[src/rtl/core_uart_tx_arbiter.sv]
// Round-robin byte arbiter feeding a single UART transmitter holding register.
// Define CORE_UART_ARB_LOCK_EN to build the burst-lock (sticky grant) feature.
module core_uart_tx_arbiter #(
  parameter int NREQ      = 4,
  parameter int MAX_BURST = 8
) (
  input  logic              CLK,
  input  logic              RESET_N,
  input  logic [NREQ-1:0]   req,
  input  logic [8*NREQ-1:0] req_data,
  input  logic [NREQ-1:0]   req_lock,
  input  logic              tx_rdy,
  output logic              tx_wen,
  output logic [7:0]        tx_data,
  output logic [NREQ-1:0]   req_ack,
  output logic [1:0]        grant_id,
  output logic              busy
);

  typedef enum logic [1:0] {S_IDLE, S_WRITE, S_HOLD, S_WAIT} state_e;

  state_e          state_q, state_d;
  logic            tx_wen_q, tx_wen_d;
  logic [7:0]      tx_data_q, tx_data_d;
  logic [NREQ-1:0] req_ack_q, req_ack_d;
  logic [1:0]      grant_id_q, grant_id_d;

  logic            rr_hit, pick_hit;
  logic [1:0]      rr_idx, pick_idx;
  logic            take;

  // First requester after the last grantee, wrapping at NREQ-1.
  always_comb begin
    rr_hit = 1'b0;
    rr_idx = grant_id_q;
    for (int k = 1; k <= NREQ; k++) begin
      if (!rr_hit && req[(int'(grant_id_q) + k) % NREQ]) begin
        rr_hit = 1'b1;
        rr_idx = 2'((int'(grant_id_q) + k) % NREQ);
      end
    end
  end

`ifdef CORE_UART_ARB_LOCK_EN
  logic [3:0] burst_q, burst_d;
  logic       lock_hit;

  // burst_q counts re-grants, so MAX_BURST bytes in a row means MAX_BURST-1 re-grants.
  always_comb begin
    lock_hit = req[int'(grant_id_q)] && req_lock[int'(grant_id_q)] &&
               (burst_q < 4'(MAX_BURST - 1));
    pick_hit = lock_hit || rr_hit;
    pick_idx = lock_hit ? grant_id_q : rr_idx;
    burst_d  = burst_q;
    if (take) burst_d = lock_hit ? burst_q + 4'd1 : 4'd0;
  end

  always_ff @(posedge CLK or negedge RESET_N) begin
    if (!RESET_N) burst_q <= 4'd0;
    else          burst_q <= burst_d;
  end
`else
  logic unused_lock;
  assign unused_lock = ^req_lock;

  always_comb begin
    pick_hit = rr_hit;
    pick_idx = rr_idx;
  end
`endif

  assign take = (state_q == S_IDLE) && tx_rdy && pick_hit;

  always_ff @(posedge CLK or negedge RESET_N) begin
    if (!RESET_N) begin
      state_q    <= S_IDLE;
      tx_wen_q   <= 1'b0;
      tx_data_q  <= 8'h00;
      req_ack_q  <= '0;
      grant_id_q <= 2'(NREQ - 1);
    end else begin
      state_q    <= state_d;
      tx_wen_q   <= tx_wen_d;
      tx_data_q  <= tx_data_d;
      req_ack_q  <= req_ack_d;
      grant_id_q <= grant_id_d;
    end
  end

  // HOLD waits out the registered fall of tx_rdy before WAIT looks at it.
  always_comb begin
    state_d = state_q;
    case (state_q)
      S_IDLE:  if (take)   state_d = S_WRITE;
      S_WRITE:             state_d = S_HOLD;
      S_HOLD:              state_d = S_WAIT;
      S_WAIT:  if (tx_rdy) state_d = S_IDLE;
      default:             state_d = S_IDLE;
    endcase
  end

  always_comb begin
    tx_wen_d   = 1'b0;
    req_ack_d  = '0;
    tx_data_d  = tx_data_q;
    grant_id_d = grant_id_q;
    if (take) begin
      tx_wen_d                 = 1'b1;
      req_ack_d[int'(pick_idx)] = 1'b1;
      tx_data_d                = req_data[int'(pick_idx)*8 +: 8];
      grant_id_d               = pick_idx;
    end
  end

  always_comb begin
    busy     = (state_q != S_IDLE);
    tx_wen   = tx_wen_q;
    tx_data  = tx_data_q;
    req_ack  = req_ack_q;
    grant_id = grant_id_q;
  end

endmodule

[config.mk]
export PLATFORM = sky130hd
export DESIGN_NAME = core_uart_tx_arbiter
export DESIGN_NICKNAME = d
export VERILOG_FILES = /design/src/rtl/core_uart_tx_arbiter.sv
export SDC_FILE = /design/constraint.sdc
export NUM_CORES = 1
export LEC_CHECK = 0
export CORE_MARGIN = 4
export CORE_UTILIZATION = 38
export DETAILED_ROUTE_END_ITERATION = 12
export GPL_TIMING_DRIVEN = 0
export MAX_ROUTING_LAYER = met4
export PLACE_DENSITY = 0.79
export SYNTH_ARGS = -nofsm -noshare
export SYNTH_HDL_FRONTEND = slang
export SYNTH_SLANG_ARGS = --single-unit
[constraint.sdc]
create_clock -name CLK -period 2.55 [get_ports CLK]
set_input_delay 0.51 -clock CLK [delete_from_list [all_inputs] [get_ports CLK]]
set_output_delay 0.51 -clock CLK [all_outputs]
set_load 0.03 [all_outputs]
Word level (Yosys, flattened, before mapping)
Index checks and enable logic that the tools add are counted.

Add/sub/neg operators: 4. Magnitude comparators: 6. Equal/unequal tests: 5. Shifts and indexed selects: 1. Muxes and demuxes: 27. Bitwise logic cells: 4. Reductions and logical operators: 16.

Operators with widths (number): $shiftx 32x6->8 (1); $lt 3x4->1 const B (4); $mux 1 (14); $mux 2 (6); $bmux 1 s2 (4); $pmux 2 s4 (1); $reduce_or 2->1 (4); $logic_and 1x1->1 (6); $add 2x1->2 const B (2); $add 2x2->2 const B (2); $and 1x1->1 const A (4); $eq 2x2->1 const B (2); $mux 4 (1); $ne 2x2->1 const B (2); $logic_not 1->1 (3); $lt 2x3->1 const B (1); $demux 1 s2 (1); $eq 2x1->1 const B (1); $ge 2x1->1 const B (1); $logic_not 2->1 (1); $reduce_and 2->1 (1); $reduce_bool 2->1 (1).

Bits in registers: 17. Input bits: 43. Output and inout bits: 16. Logic and storage cells: 68.

Logic depth before layout (Yosys ltp)
Depth after elaboration: 21. Mapped depth: 8. Gate-level depth less buffers: 7.

Worst setup path before layout
No wires, ideal clock.

Path kind: reg-to-reg. Start point: reg grant_id_q[1], in the netlist grant_id[1]. End point: reg tx_data_q[0], in the netlist tx_data[0]. Setup time: 0.123 ns. Data arrival time: 1.845 ns. Data required time: 2.427 ns. Slack: 0.582 ns. Stages on the path, launching flop included: 9. Buffers on the path: 3. Clock period less this slack: 1.968 ns. Cell sequence: dfstp_2 -> buf_6 -> mux2_4 -> o221a_1 -> buf_6 -> buf_12 -> nand2_2 -> nand3_1 -> o221a_2.

Cells in the longest elaborated chain, start to end: 15. Elaborated cells between the ends (all ways): 32. Those cells by class: add/sub (4); shift (1); mux (20); reduce/logical (7).

Ends and longest elaborated chain: from (decl) (RTL line 26) `logic [1:0] grant_id_q, grant_id_d;`; from (signal assigned) (RTL line 80) `grant_id_q <= 2'(NREQ - 1);`; from (signal assigned) (RTL line 86) `grant_id_q <= grant_id_d;`; $add 2x1->2 (RTL line 37, 39); $bmux 1 s2 (RTL line 37) `if (!rr_hit && req[(int'(grant_id_q) + k) % NREQ]) begin`; $mux 1 (implied by the code) (2 in series) (RTL line 37); $mux 1 (RTL line 37); $logic_not 1->1 (RTL line 37); $logic_and 1x1->1 (RTL line 37); $mux 1 (RTL line 37); $logic_not 1->1 (RTL line 37); $logic_and 1x1->1 (RTL line 37); $mux 1 (RTL line 37); $logic_not 1->1 (RTL line 37); $logic_and 1x1->1 (RTL line 37); $mux 2 / $mux 1 (equally long branches) (RTL line 37); $shiftx 32x6->8 / $logic_and 1x1->1 (equally long branches) (RTL line 110, 72); to (signal assigned) (RTL line 84) `tx_data_q <= tx_data_d;`; to (decl) (RTL line 24) `logic [7:0] tx_data_q, tx_data_d;`.

Several ways; a longest one is shown, not always the timed one. The select of a mux whose other input is x is not followed. A chain may end at the register's enable or synchronous reset.

Worst setup path in the final report
Start point: reg state_q[1]. End point: out busy.

Cells in the longest elaborated chain, start to end: 1.

Ends and longest elaborated chain: from (decl) (RTL line 22) `state_e state_q, state_d;`; from (signal assigned) (RTL line 82) `state_q <= state_d;`; $reduce_bool 2->1 (RTL line 116) `busy = (state_q != S_IDLE);`; to (decl) (RTL line 17) `output logic busy`.

No other way between the ends.

==> metrics.md <==
| Metric | Value |
|---|---|
| Status | `completed` |
| Post-DP Area | `0.001669 mm²` |
| Max-cap violation count | `0` |
| CP Launch Point | `state_q[1]` |
| Worst Setup Start Kind | `flop` |
| Clock sink count | `17` |
| Die ar. | `0.003788 mm²` |
| Headroom to the max-slew limit | `0.4795` |
| Post-synth top flop | `dfrtp_1` |
| Overall Global Routing Usage | `0.1625` |
| Grt ovf | `0` |
| Post-DP HPWL | `2.399 mm` |
| Worst-path fanout max | `3` |
| PwrDens | `1047 mW/mm²` |
| Post-synth ARST share | `1.000` |
| Worst path arrival time | `1.74 ns` |
| Final hold viol count | `0` |
| Reg2Reg Launch Point | `grant_id[1]` |
| Vias/cell | `5.073` |
| CP endpoint kind | `primary output` |
| Synth unique cells | `27` |
| Post-CTS Setup Inserts | `0` |
| Combinational power share | `0.657` |
| Post-CTS Hold Fix Bufs | `0` |
| DRC Markers | `0` |
| CTS resizes | `0` |
| EDFF count, synth | `0` |
| Util after Layout | `0.6152` |
| First-pass GRT wire length | `4.416 mm` |
| Clock share of power | `0.083` |
| Max VDD drop | `0.7175 mV` |
| Reg2Reg Depth | `8` |
| DRT Pass-1 Iters | `4` |
| Final Power | `1.776 mW` |
| Share of cells above drive strength 1 | `0.2057` |
| Rows | `19` |
| # diodes | `0` |
| Peak Freq | `445.4 MHz` |
| PortBufs | `54` |
| Vias in the first global route | `1004` |
| Seq pwr share | `0.259` |
| Synth Warn # | `0` |
| RSZ-0062 raised after global routing | `false` |
| Mean post-synth cell area | `9.314 µm²` |
| Routed Antenna Nets | `0` |
| Worst endpoint required time | `2.04 ns` |
| CTS Buf Count | `3` |
| Tmin final | `2.245 ns` |
| Reg-to-Reg End | `tx_data[0]` |
| Synthesis-to-layout area growth | `55.68%` |
| Starting Density | `0.3952` |
| Die X | `61.55 µm` |
| Tightest Pin Transition | `0.7783 ns` |
| Post-synth top area share | `0.3444` |
| Clock skew | `0.0006125 ns` |
| Final WL | `2.982 mm` |
| Worst Setup EP | `busy` |
| Hold slack | `0.5573 ns` |
| RePlAce Congestion | `0.7749` |
| Routed wire per std cell | `14.48 µm` |
| Post-Synthesis Cells | `117` |
| Net Sw Power | `0.7789 mW` |
| Syn Std Cell Area | `0.001090 mm²` |
| Maximum clock path buffer count | `2` |
| Max Slew Vio Count | `0` |
| Finish-stage setup viols | `0` |
| Sequential area share after synthesis | `0.3927` |
| Clock slew at reported path FFs | `0.10 ns` |
| Worst min path class | `flop to flop` |
| CP Class | `flop to primary output` |
| Switch share | `0.4387` |
| Flops & latches, synth | `17` |
| Initial antenna violation count | `0` |
| Final Cell Area | `0.001697 mm²` |
| Synth Net Count | `164` |
| CTS HTree Levels | `1` |
| Fin Setup TNS | `0 ns` |
| CTS root buf | `clkbuf_4` |
| Clk Latency, worst-skew pair | `0.29 ns` |
| Setup slack, reg-to-reg | `0.59 ns` |
| CTS tree | `built` |
| Die height | `61.55 µm` |
| Synth top area cells | `dfrtp_1 34%, nand2_1 12%, o221a_2 8.3%` |
| Fill cell count | `251` |
| Largest net degree at the start of global routing | `18` |
| I/O pin count | `59` |
| Area of the core | `0.002758 mm²` |
| Number of DRC markers in iteration 0 | `37` |
| Fin crit share | `0.8805` |
| Fin nets | `223` |
| Int Power | `0.9967 mW` |
| Pleak | `0.7436 nW` |
| Cell taking the most area after synthesis | `dfrtp_1` |
| Via count | `1045` |
flip-flops by register name, summed over array words and instances (netlist names):
signal	cells
grant_id	2
tx_data	8
req_ack	4
state_q	2
tx_wen	1
critical path: stages (launching register included):
cell             delay, ns
dfrtp_1               0.40
inv_1                 0.09
ha_1                  0.22
inv_1                 0.07
clkdlybuf4s50_1       0.66
cells in the final DEF, fill, tap and decap left out, drive strengths merged:
| cell | Yosys | routed |
|---|---|---|
| a211oi | 1 | 1 |
| a21o | 2 | 2 |
| a22o | 1 | 1 |
| a31o | 1 | 1 |
| buf | 5 | 5 |
| clkbuf | 0 | 3 |
| clkdlybuf4s50 | 0 | 54 |
| clkinv | 0 | 1 |
| dfrtp | 15 | 15 |
| dfstp | 2 | 2 |
| ha | 4 | 4 |
| inv | 7 | 7 |
| mux2 | 2 | 2 |
| nand2 | 44 | 44 |
| nand2b | 1 | 1 |
| nand3 | 9 | 9 |
| nor2 | 2 | 2 |
| nor3 | 3 | 3 |
| o21ai | 6 | 6 |
| o221a | 9 | 9 |
| o221ai | 1 | 1 |
| or3b | 1 | 1 |
| or4 | 1 | 1 |
per-layer routing:
layer | vias up | track usage | share of wire
met1 | 495 | 0.1750 | 0.40
met4 | 0 | 0.03939 | 0.0091
met5 | - | - | 0
met3 | 2 | 0.03564 | 0.050
met2 | 26 | 0.2990 | 0.54
li1 | 522 | - | -
synthesized netlist by cell type (all sizes together), types with 3 or more instances:
cell type / n
o221a: 9
dfrtp: 15
inv: 7
buf: 5
o21ai: 6
nand2: 44
nor3: 3
ha: 4
nand3: 9
power by group through the flow:
stage	clock network [mW]	registers, mW	logic (mW)
global placement	0	0.460	1.15
floorplan	0	0.644	0.601
global route	0.166	0.475	1.25
finish	0.148	0.460	1.17
CTS	0.152	0.463	1.18
detailed placement	0	0.468	1.17
cell families after synthesis:
family / share of synthesized area
multiplexers: 0.02756
AND/OR/NAND/NOR: 0.2629
AO/OA/AOI/OAI: 0.1929
adder cells (fa/ha/maj): 0.04593
buffers and inverters: 0.07806
flip-flops: 0.3927
stage by stage:
stage | worst slack (ns) | std cells
2_1_floorplan | 0.5824 | 117
3_3_place_gp | 0.1836 | 202
3_5_place_dp | 0.1739 | 202
4_1_cts | 0.2900 | 206
5_1_grt | 0.2099 | 206
6_report | 0.3048 | 206
worst min path at each step:
stage,from,end,slack (ns),depth (start not counted)
finish,grant_id[0],grant_id[0],0.56,2
global route,grant_id[0],grant_id[0],0.58,2
CTS,grant_id[0],grant_id[0],0.56,2
detailed placement,grant_id[0],grant_id[0],0.54,2
global placement,grant_id[0],grant_id[0],0.53,2
floorplan,RESET_N,req_ack[0],0.21,0
layout make-up:
cell class | instances | area [µm²] | share of cell area
multi-input combinational | 88 | 576.8 | 0.3400
timing repair buffer | 54 | 540.5 | 0.3186
sequential | 17 | 427.9 | 0.2522
buffer | 5 | 58.81 | 0.03466
tap | 31 | 38.79 | 0.02286
inverter | 7 | 26.28 | 0.01549
clock buffer | 3 | 22.52 | 0.01327
clock inverter | 1 | 5.005 | 0.002950
Note: power is estimated with default switching activity, not from simulation.
